$ cat src/rtl/ifu_redirect_ctrl_if.sv
`default_nettype none
// +------------------------------------------------------------------+
// | ifu_redirect_ctrl_if : fetch-group, predecode and IQ signals      |
// | Rev 1.0                                                           |
// +------------------------------------------------------------------+
interface ifu_redirect_ctrl_if;
  logic        flush;
  logic        in_valid;
  logic        in_ready;
  logic [31:0] in_pc;
  logic [63:0] in_inst;
  logic [1:0]  in_slot_valid;
  logic [1:0]  pd_isJ;
  logic [1:0]  pd_isBr;
  logic [1:0]  pd_jr;
  logic [63:0] pd_target;
  logic [1:0]  bpd_taken;
  logic [1:0]  jr_pred_valid;
  logic [63:0] jr_pred_target;
  logic        out_valid;
  logic        out_ready;
  logic [31:0] out_pc;
  logic [63:0] out_inst;
  logic [1:0]  out_slot_valid;
  logic [1:0]  out_pred_taken;
  logic        redirect_valid;
  logic [31:0] redirect_pc;
  logic        ds_pending;

  modport master (
    output flush, in_valid, in_pc, in_inst, in_slot_valid, pd_isJ, pd_isBr, pd_jr,
           pd_target, bpd_taken, jr_pred_valid, jr_pred_target, out_ready,
    input  in_ready, out_valid, out_pc, out_inst, out_slot_valid, out_pred_taken,
           redirect_valid, redirect_pc, ds_pending
  );

  modport slave (
    input  flush, in_valid, in_pc, in_inst, in_slot_valid, pd_isJ, pd_isBr, pd_jr,
           pd_target, bpd_taken, jr_pred_valid, jr_pred_target, out_ready,
    output in_ready, out_valid, out_pc, out_inst, out_slot_valid, out_pred_taken,
           redirect_valid, redirect_pc, ds_pending
  );
endinterface
`default_nettype wire

$ cat src/rtl/ifu_redirect_ctrl.sv
`default_nettype none
// +------------------------------------------------------------------+
// | ifu_redirect_ctrl : delay-slot aware front-end redirect control   |
// | Rev 1.0                                                           |
// +------------------------------------------------------------------+
module ifu_redirect_ctrl #(
  parameter logic [31:0] RESET_PC = 32'hBFC00000
) (
  input  wire logic          clk,
  input  wire logic          rst,
  ifu_redirect_ctrl_if.slave bus
);
  typedef enum logic [0:0] {
    IDLE    = 1'b0,
    WAIT_DS = 1'b1
  } state_t;

  state_t      r_state, w_state_nxt;
  logic        r_out_valid;
  logic [31:0] r_out_pc;
  logic [63:0] r_out_inst;
  logic [1:0]  r_out_slot_valid;
  logic [1:0]  r_out_pred_taken;
  logic        r_redir_valid;
  logic [31:0] r_redir_pc;
  logic [31:0] r_target;

  logic        w_in_ready, w_take, w_load, w_redir_set;
  logic [1:0]  w_r, w_slot_valid, w_pred_taken;
  logic [31:0] w_t0, w_t1, w_redir_pc_nxt, w_target_nxt;

  // A pending redirect pulse forces ready so the stale group can be dropped.
  assign w_in_ready = !r_out_valid || bus.out_ready || r_redir_valid;
  assign w_take     = bus.in_valid && w_in_ready && !r_redir_valid && !bus.flush;

  assign w_r[0] = bus.in_slot_valid[0] &&
                  ((bus.pd_isJ[0] && !bus.pd_jr[0]) || (bus.pd_isBr[0] && bus.bpd_taken[0]) ||
                   (bus.pd_jr[0] && bus.jr_pred_valid[0]));
  assign w_r[1] = bus.in_slot_valid[1] &&
                  ((bus.pd_isJ[1] && !bus.pd_jr[1]) || (bus.pd_isBr[1] && bus.bpd_taken[1]) ||
                   (bus.pd_jr[1] && bus.jr_pred_valid[1]));
  assign w_t0 = bus.pd_jr[0] ? bus.jr_pred_target[31:0]  : bus.pd_target[31:0];
  assign w_t1 = bus.pd_jr[1] ? bus.jr_pred_target[63:32] : bus.pd_target[63:32];

  always_comb begin
    w_state_nxt    = r_state;
    w_load         = 1'b0;
    w_slot_valid   = bus.in_slot_valid;
    w_pred_taken   = 2'b00;
    w_redir_set    = 1'b0;
    w_redir_pc_nxt = r_redir_pc;
    w_target_nxt   = r_target;
    if (w_take) begin
      case (r_state)
        IDLE: begin
          w_load = 1'b1;
          if (w_r[0]) begin
            w_pred_taken = 2'b01;
            if (bus.in_slot_valid[1]) begin
              w_redir_set    = 1'b1;
              w_redir_pc_nxt = w_t0;
            end else begin
              w_slot_valid = 2'b01;
              w_target_nxt = w_t0;
              w_state_nxt  = WAIT_DS;
            end
          end else if (w_r[1]) begin
            w_pred_taken = 2'b10;
            w_target_nxt = w_t1;
            w_state_nxt  = WAIT_DS;
          end
        end
        WAIT_DS: begin
          // The delay slot's own control-flow flags are deliberately ignored.
          if (bus.in_slot_valid != 2'b00) begin
            w_load         = 1'b1;
            w_slot_valid   = bus.in_slot_valid[0] ? 2'b01 : 2'b10;
            w_redir_set    = 1'b1;
            w_redir_pc_nxt = r_target;
            w_state_nxt    = IDLE;
          end
        end
        default: w_state_nxt = IDLE;
      endcase
    end
  end

  always_ff @(posedge clk) begin
    if (!rst) begin
      r_state          <= IDLE;
      r_out_valid      <= 1'b0;
      r_out_pc         <= RESET_PC;
      r_out_inst       <= 64'd0;
      r_out_slot_valid <= 2'b00;
      r_out_pred_taken <= 2'b00;
      r_redir_valid    <= 1'b0;
      r_redir_pc       <= 32'd0;
      r_target         <= 32'd0;
    end else if (bus.flush) begin
      r_state          <= IDLE;
      r_out_valid      <= 1'b0;
      r_out_slot_valid <= 2'b00;
      r_out_pred_taken <= 2'b00;
      r_redir_valid    <= 1'b0;
      r_target         <= 32'd0;
    end else begin
      r_state       <= w_state_nxt;
      r_target      <= w_target_nxt;
      r_redir_valid <= w_redir_set;
      r_redir_pc    <= w_redir_pc_nxt;
      if (w_load) begin
        r_out_valid      <= 1'b1;
        r_out_pc         <= bus.in_pc;
        r_out_inst       <= bus.in_inst;
        r_out_slot_valid <= w_slot_valid;
        r_out_pred_taken <= w_pred_taken;
      end else if (bus.out_ready) begin
        r_out_valid <= 1'b0;
      end
    end
  end

  assign bus.in_ready       = w_in_ready;
  assign bus.out_valid      = r_out_valid;
  assign bus.out_pc         = r_out_pc;
  assign bus.out_inst       = r_out_inst;
  assign bus.out_slot_valid = r_out_slot_valid;
  assign bus.out_pred_taken = r_out_pred_taken;
  // A flush in the pulse cycle suppresses the already-scheduled redirect.
  assign bus.redirect_valid = r_redir_valid && !bus.flush;
  assign bus.redirect_pc    = r_redir_pc;
  assign bus.ds_pending     = (r_state == WAIT_DS);
endmodule
`default_nettype wire
$ cat src/flat_wrapper.sv
// flat-port wrapper written by rule: the top's interface ports become plain ports
module ifu_redirect_ctrl_flat 
#(
  parameter logic [31:0] RESET_PC = 32'hBFC00000
)
  (clk, rst, bus_flush, bus_in_valid, bus_in_pc, bus_in_inst, bus_in_slot_valid, bus_pd_isJ, bus_pd_isBr, bus_pd_jr, bus_pd_target, bus_bpd_taken, bus_jr_pred_valid, bus_jr_pred_target, bus_out_ready, bus_in_ready, bus_out_valid, bus_out_pc, bus_out_inst, bus_out_slot_valid, bus_out_pred_taken, bus_redirect_valid, bus_redirect_pc, bus_ds_pending);
  ifu_redirect_ctrl_if bus_i ();
  input  wire logic clk;
  input  wire logic rst;
  input wire logic [$bits(bus_i.flush)-1:0] bus_flush;
  input wire logic [$bits(bus_i.in_valid)-1:0] bus_in_valid;
  input wire logic [$bits(bus_i.in_pc)-1:0] bus_in_pc;
  input wire logic [$bits(bus_i.in_inst)-1:0] bus_in_inst;
  input wire logic [$bits(bus_i.in_slot_valid)-1:0] bus_in_slot_valid;
  input wire logic [$bits(bus_i.pd_isJ)-1:0] bus_pd_isJ;
  input wire logic [$bits(bus_i.pd_isBr)-1:0] bus_pd_isBr;
  input wire logic [$bits(bus_i.pd_jr)-1:0] bus_pd_jr;
  input wire logic [$bits(bus_i.pd_target)-1:0] bus_pd_target;
  input wire logic [$bits(bus_i.bpd_taken)-1:0] bus_bpd_taken;
  input wire logic [$bits(bus_i.jr_pred_valid)-1:0] bus_jr_pred_valid;
  input wire logic [$bits(bus_i.jr_pred_target)-1:0] bus_jr_pred_target;
  input wire logic [$bits(bus_i.out_ready)-1:0] bus_out_ready;
  output wire logic [$bits(bus_i.in_ready)-1:0] bus_in_ready;
  output wire logic [$bits(bus_i.out_valid)-1:0] bus_out_valid;
  output wire logic [$bits(bus_i.out_pc)-1:0] bus_out_pc;
  output wire logic [$bits(bus_i.out_inst)-1:0] bus_out_inst;
  output wire logic [$bits(bus_i.out_slot_valid)-1:0] bus_out_slot_valid;
  output wire logic [$bits(bus_i.out_pred_taken)-1:0] bus_out_pred_taken;
  output wire logic [$bits(bus_i.redirect_valid)-1:0] bus_redirect_valid;
  output wire logic [$bits(bus_i.redirect_pc)-1:0] bus_redirect_pc;
  output wire logic [$bits(bus_i.ds_pending)-1:0] bus_ds_pending;
  assign bus_i.flush = bus_flush;
  assign bus_i.in_valid = bus_in_valid;
  assign bus_i.in_pc = bus_in_pc;
  assign bus_i.in_inst = bus_in_inst;
  assign bus_i.in_slot_valid = bus_in_slot_valid;
  assign bus_i.pd_isJ = bus_pd_isJ;
  assign bus_i.pd_isBr = bus_pd_isBr;
  assign bus_i.pd_jr = bus_pd_jr;
  assign bus_i.pd_target = bus_pd_target;
  assign bus_i.bpd_taken = bus_bpd_taken;
  assign bus_i.jr_pred_valid = bus_jr_pred_valid;
  assign bus_i.jr_pred_target = bus_jr_pred_target;
  assign bus_i.out_ready = bus_out_ready;
  assign bus_in_ready = bus_i.in_ready;
  assign bus_out_valid = bus_i.out_valid;
  assign bus_out_pc = bus_i.out_pc;
  assign bus_out_inst = bus_i.out_inst;
  assign bus_out_slot_valid = bus_i.out_slot_valid;
  assign bus_out_pred_taken = bus_i.out_pred_taken;
  assign bus_redirect_valid = bus_i.redirect_valid;
  assign bus_redirect_pc = bus_i.redirect_pc;
  assign bus_ds_pending = bus_i.ds_pending;
  ifu_redirect_ctrl #(.RESET_PC(RESET_PC)) u_core (.clk(clk), .rst(rst), .bus(bus_i));
endmodule
$ cat config.mk
export PLATFORM = sky130hd
export DESIGN_NAME = ifu_redirect_ctrl_flat
export DESIGN_NICKNAME = d
export VERILOG_FILES = /design/src/rtl/ifu_redirect_ctrl_if.sv /design/src/rtl/ifu_redirect_ctrl.sv /design/src/flat_wrapper.sv
export SDC_FILE = /design/constraint.sdc
export NUM_CORES = 1
export LEC_CHECK = 0
export CORE_AREA = 2 2 144 146
export CTS_CLUSTER_DIAMETER = 100
export CTS_CLUSTER_SIZE = 40
export DETAILED_ROUTE_END_ITERATION = 7
export DIE_AREA = 0 0 146 148
export PLACE_DENSITY_LB_ADDON = 0.08
export REMOVE_ABC_BUFFERS = 1
export SYNTH_ARGS = -nofsm -noshare
export SYNTH_HDL_FRONTEND = slang
export SYNTH_SLANG_ARGS = --single-unit
$ cat constraint.sdc
create_clock -name clk -period 4.05 [get_ports clk]
set_input_delay 0.405 -clock clk [delete_from_list [all_inputs] [get_ports clk]]
set_output_delay 0.405 -clock clk [all_outputs]
set_load 0.03 [all_outputs]
==> run summary, run 1 <==
via count of the first global-routing pass: 7792
Root Driver: clkbuf_16
synthesized area: 7940 sq um
Tmin final: 2770 ps
P_leak: 5.09 nW
total CTS buffers: 17
remaining global-route overflow: 0
FF-to-FF Start: u_core.r_redir_valid$_SDFF_PP0_
power density cells: 354 nW/um^2
Via density: 5.15
clock skew: 7.67 ps
Hold Path Class: register to register
CTS resizes: 0
startpoint types: input port
Avg Inst Size Synth: 8.71 sq um
final-report setup violation count: 0
min-delay src: u_core.r_target[29]$_SDFFE_PP0P_
Routed Antenna Nets: 0
Core ar.: 20000 sq um
placed inst area: 11800 sq um
height of the chip: 148 microns
setup TNS: 0 ps
YS warnings: 0
CP Cell Sequence: clkdlybuf4s50_1, nor2b_1, nand3_1, buf_4, or4_2, mux2i_1
H-tree depth: 4
Via Count: 7828
CP top delay family: simple AND/OR/NAND/NOR gates
first-pass GRT wire length: 42800 microns
Seq/Total Area, Yosys: 0.421
number of I/O pins: 377
Max-slew headroom: 0.318
Layout area overhead: 57.2%
final hold vios: 0
Final Wtd Congestion: 0.817
Seq. cell area: 3340 sq um
hold endpoint: u_core.r_target[29]$_SDFFE_PP0P_
fin crit share: 0.685
worst-skew pair later-pin latency: 420 ps
crit-path max FO: 34
initial antenna violation count: 2
crit path kind: input port to register
share of cells above drive strength 1: 0.0489
WHS Path Cells: 2
Layout fillers: 1813
Slew Viols, Final: 0
WL/cell: 18.0 microns
Post-DP HPWL: 18700 microns
Worst Path Required: 4380 ps
most frequent cells in the layout: clkdlybuf4s50_1 (373), nand2_1 (262), dfxtp_1 (167)
RSZ-0062 raised after global routing: no
setup slack, reg-to-reg: 1420 ps
Max Cap Viol: 0
worst endpoint data arrival time: 3110 ps
clk slew on worst S/H paths: 60 ps
Max Freq: 360 MHz
Post CTS Setup Buffer Count: 0
CTS Buffer Depth: 2
slowest CP cell: or4_2
multi-input logic area: 4240 sq um
Slew @ Worst Pin: 1020 ps
Starting Density: 0.396
Placed Cells: 1486
slowest cell delay on critical path: 1190 ps
clk sink count: 167
Worst VDD drop: 0.296 mV
Core Rows: 52
pre-CTS setup slack: 869 ps
Worst Path Buf+Inv: 2
Seq cells post-synth: 167
final instance area: 12500 sq um
WL final: 27300 microns
FF-to-FF End: u_core.r_target[6]$_SDFFE_PP0P_
status: finished, final reports clean
worst r2r path cells: 5
final worst slack: 1280 ps
fin util: 0.623
largest net degree at the start of global routing: 91
# DRC: 0
Die X-Extent: 146 microns
post-synthesis cell count: 911
Total GRT Usage: 0.249
post-synth cell types: 34
CTS tree: yes
DR pass1 iterations: 5
Hold Buf Count CTS: 0
die area: 21600 sq um
port buffer count: 376
initial detailed-routing violation count: 384
Layout Cells excl Fill: 1519
Final #Nets: 1476
commonest non-fill, non-tap cell in the layout: clkdlybuf4s50_1
crit path capture type: register
==> area by class of cell <==
class                   instances  share of cell area
inverters                       2            0.000602
clock buffers                  18              0.0352
repair buffers                393               0.313
well taps                     270              0.0271
diodes                          1            0.000201
multi-input cells             654               0.340
clock inverters                14              0.0164
flip-flops and latches        167               0.268
==> synth_stat cells <==
library cell,number,area [sq um]
buf_6,4,45.0
buf_1,7,26.3
o21ai_1,1,5.00
or3_1,1,6.26
a21boi_0,121,908
o2111a_1,1,11.3
nor2_1,1,3.75
a21oi_1,4,20.0
nand3_1,10,50.1
buf_2,15,75.1
o2111ai_1,33,289
or4_1,1,7.51
o31ai_1,1,7.51
a211oi_1,1,7.51
o21ai_0,35,175
mux2_4,1,15.0
and2_1,1,6.26
o311ai_1,1,8.76
o211ai_1,1,7.51
o2bb2ai_1,1,8.76
o211a_1,33,330
or2_2,1,6.26
inv_1,2,7.51
and3_1,2,12.5
clkbuf_1,62,233
mux2i_1,98,981
nand2_1,262,983
nand4_1,2,12.5
a22oi_1,1,7.51
nor2b_1,4,25.0
a211o_1,32,280
nand2b_1,3,18.8
nor3_2,1,10.0
dfxtp_1,167,3340
==> where the power goes <==
part           internal (mW)  leakage [nW]  switching [mW]  total (mW)
Combinational          0.441          3.41           0.449       0.890
Sequential              1.71          1.36          0.0316        1.74
Clock                   1.07         0.315           0.722        1.79
==> logic make-up (layout without fill, tap and decap cells) <==
logic type	Yosys count	after routing	synth area share
other	0	1	0
AOI/OAI and AO/OA	266	266	0.260
DFF	167	167	0.421
buffers and inverters	90	427	0.0487
and+or+nand+nor	289	289	0.144
muxes	99	99	0.126
==> state kept, by name, summed over array words and instances (netlist names) <==
signal                     cells
u_core.bus.out_slot_valid      2
u_core.bus.out_pc             32
u_core.bus.out_valid           1
u_core.bus.ds_pending          1
u_core.bus.out_inst           64
u_core.r_redir_valid           1
u_core.bus.redirect_pc        32
u_core.bus.out_pred_taken      2
u_core.r_target               32
==> how the worst max path moves through the flow <==
| stage | from | end | slack [ps] | depth (start not counted) |
|---|---|---|---|---|
| after floorplan | u_core.bus.ds_pending$_SDFFE_PP0P_ | u_core.bus.out_valid$_SDFFE_PP0P_ | -1490 | 3 |
| after global placement | bus_in_valid | u_core.r_target[31]$_SDFFE_PP0P_ | 860 | 6 |
| after detailed placement | bus_in_valid | u_core.r_target[17]$_SDFFE_PP0P_ | 870 | 6 |
| after CTS | bus_in_valid | u_core.r_target[6]$_SDFFE_PP0P_ | 1300 | 6 |
| after global routing | bus_in_valid | u_core.r_target[4]$_SDFFE_PP0P_ | 1170 | 6 |
| final | bus_in_valid | u_core.r_target[6]$_SDFFE_PP0P_ | 1280 | 6 |
==> metrics by stage <==
step	hold slack (ps)	power, mW
2_1_floorplan	438	2.16
3_3_place_gp	442	2.66
3_5_place_dp	452	2.67
4_1_cts	461	4.46
5_1_grt	475	4.60
6_report	461	4.42
==> layer usage <==
layer,up-vias,wire length [microns],GRT usage
met5,-,8,0
met4,2,601,0.0820
met3,36,2170,0.0756
met2,294,13500,0.421
met1,3645,11100,0.303
li1,3851,-,-
==> tightest hold or removal path, stage by stage (launching register included) <==
cell,delay (ps)
dfxtp_1,310
nand2_1,50
mux2i_1,50
Note: power is estimated with default switching activity, not from simulation.
==> run 2, diff against run 1 <==
--- a/config.mk
+++ b/config.mk
@@ -5,11 +5,11 @@
 export SDC_FILE = /design/constraint.sdc
 export NUM_CORES = 1
 export LEC_CHECK = 0
-export CORE_AREA = 2 2 144 146
+export CORE_AREA = 2 2 147 149
 export CTS_CLUSTER_DIAMETER = 100
 export CTS_CLUSTER_SIZE = 40
 export DETAILED_ROUTE_END_ITERATION = 7
-export DIE_AREA = 0 0 146 148
+export DIE_AREA = 0 0 149 151
 export PLACE_DENSITY_LB_ADDON = 0.08
 export REMOVE_ABC_BUFFERS = 1
 export SYNTH_ARGS = -nofsm -noshare
==> constraint.sdc (replaced) <==
create_clock -name clk -period 2.65 [get_ports clk]
set_input_delay 0.265 -clock clk [delete_from_list [all_inputs] [get_ports clk]]
set_output_delay 0.265 -clock clk [all_outputs]
set_load 0.03 [all_outputs]
==> run 2 against run 1 <==
Against the previous run: design area rose by 0.46%; combinational power rose by 56%; sequential cell count did not move; clock power rose by 46%; global-route usage fell by 1.1 points; core utilization fell by 2.1 points; sequential share of layout area fell by 0.12 points; via count rose by 0.37%; die area rose by 4.1%; non-clock buffer count rose by 5; sequential power rose by 53%; first-iteration DRC count rose by 19%; largest power group is now registers.
==> run summary, run 2 (synthesized netlist as in run 1, its figures left out) <==
Hold Path Class: input port to register
Max Cap Viol: 0
Max Freq: 492 MHz
crit path capture type: output port
# DRC: 0
Final #Nets: 1481
Max-slew headroom: 0.540
Tmin final: 2030 ps
worst hold slack: 265 ps
H-tree depth: 4
initial detailed-routing violation count: 457
Post CTS Setup Buffer Count: 0
CP Cell Sequence: nor2b_1, nand2b_1, clkdlybuf4s50_1
height of the chip: 151 microns
placed inst area: 11900 sq um
Hold Buf Count CTS: 0
clock skew: 10.9 ps
startpoint types: register
final instance area: 12500 sq um
die area: 22500 sq um
Worst VDD drop: 0.398 mV
total chip power: 6.66 mW
max reg flops: 64
P_leak: 5.10 nW
Worst Path Required: 2380 ps
RSZ-0062 raised after global routing: no
total CTS buffers: 17
crit-path max FO: 3
slowest CP cell: clkdlybuf4s50_1
power density cells: 531 nW/um^2
met1 GRT Util: 0.293
crit path kind: register to output port
Via density: 5.15
CTS tree: yes
Die X-Extent: 149 microns
Layout area overhead: 58.0%
worst-skew pair later-pin latency: 430 ps
GR peak layer: met2
Via Count: 7857
Core ar.: 20800 sq um
Routed Antenna Nets: 0
commonest non-fill, non-tap cell in the layout: clkdlybuf4s50_1
CTS Buffer Depth: 2
share of cells above drive strength 1: 0.0519
slowest cell delay on critical path: 600 ps
Final Wtd Congestion: 0.773
initial antenna violation count: 1
WL/cell: 18.0 microns
DR pass1 iterations: 6
Post-DP HPWL: 18600 microns
clk sink count: 167
Slew Viols, Final: 0
final worst slack: 617 ps
Slew @ Worst Pin: 690 ps
CTS resizes: 0
Root Driver: clkbuf_16
pre-CTS setup slack: 312 ps
port buffer count: 376
clk slew on worst S/H paths: 70 ps
number of diodes: 0
Starting Density: 0.381
via count of the first global-routing pass: 7660
Layout fillers: 1891
Total GRT Usage: 0.237
status: finished, final reports clean
most frequent cells in the layout: clkdlybuf4s50_1 (373), nand2_1 (262), dfxtp_1 (167)
final-report setup violation count: 0
met3 Resource Use GR: 0.0642
Core Rows: 53
met2 Usage GRT: 0.410
WL final: 27400 microns
number of I/O pins: 377
worst endpoint data arrival time: 1770 ps
remaining global-route overflow: 0
fin crit share: 0.767
final hold vios: 0
first-pass GRT wire length: 42100 microns
largest net degree at the start of global routing: 103
-- run 2: cell types whose count changed in the layout (fill, tap and decap cells not counted) --
cell,delta
clkinv_2,-1
buf_4,+1
clkinv_4,+1
bufinv_16,-1
buf_12,+4
clkbuf_8,-1
diode_2,-1
clkinvlp_4,+2
inv_6,-1
-- run 2: worst paths after layout --
check                                       startpoint                                        end  slack, ps  cells after the start
max reg2reg          u_core.bus.out_valid$_SDFFE_PP0P_            u_core.r_target[9]$_SDFFE_PP0P_        740                      5
max                  u_core.bus.out_valid$_SDFFE_PP0P_                               bus_in_ready        620                      3
min                                                rst       u_core.bus.out_inst[20]$_SDFFE_PN0P_        260                      2
min reg2reg  u_core.bus.out_pred_taken[0]$_SDFFE_PP0P_  u_core.bus.out_pred_taken[0]$_SDFFE_PP0P_        460                      2
-- run 2: layout make-up --
| class | count | area [sq um] | area share |
|---|---|---|---|
| flip-flops and latches | 167 | 3340 | 0.267 |
| repair buffers | 398 | 3990 | 0.318 |
| multi-input cells | 654 | 4240 | 0.338 |
| well taps | 275 | 344 | 0.0275 |
| clock inverters | 14 | 185 | 0.0148 |
| inverters | 2 | 7.51 | 0.000599 |
| clock buffers | 17 | 425 | 0.0339 |
-- run 2: critical path, delay by kind of cell (launching register included) --
kind	cells	cell delay (ps)
flip-flops	1	350
AND/OR/NAND/NOR	2	400
buffers and inverters	1	600
-- run 2: routing by layer --
metal | routed length, microns | part of all wire
met4 | 533 | 0.019
met3 | 2170 | 0.079
met5 | 0 | 0
met2 | 13300 | 0.48
met1 | 11500 | 0.42
-- run 2: through the flow --
stage	util	std cells	setup TNS [ps]
2_1_floorplan	-	823	-283860
4_1_cts	0.602	1527	0
3_3_place_gp	0.573	1496	0
5_1_grt	0.602	1527	0
6_report	0.602	1527	0
3_5_place_dp	0.573	1496	0
-- run 2: power breakdown --
part           internal, mW  switching [mW]  total [mW]
registers              2.61          0.0482        2.66
clock network          1.51            1.11        2.62
logic                 0.690           0.696        1.39
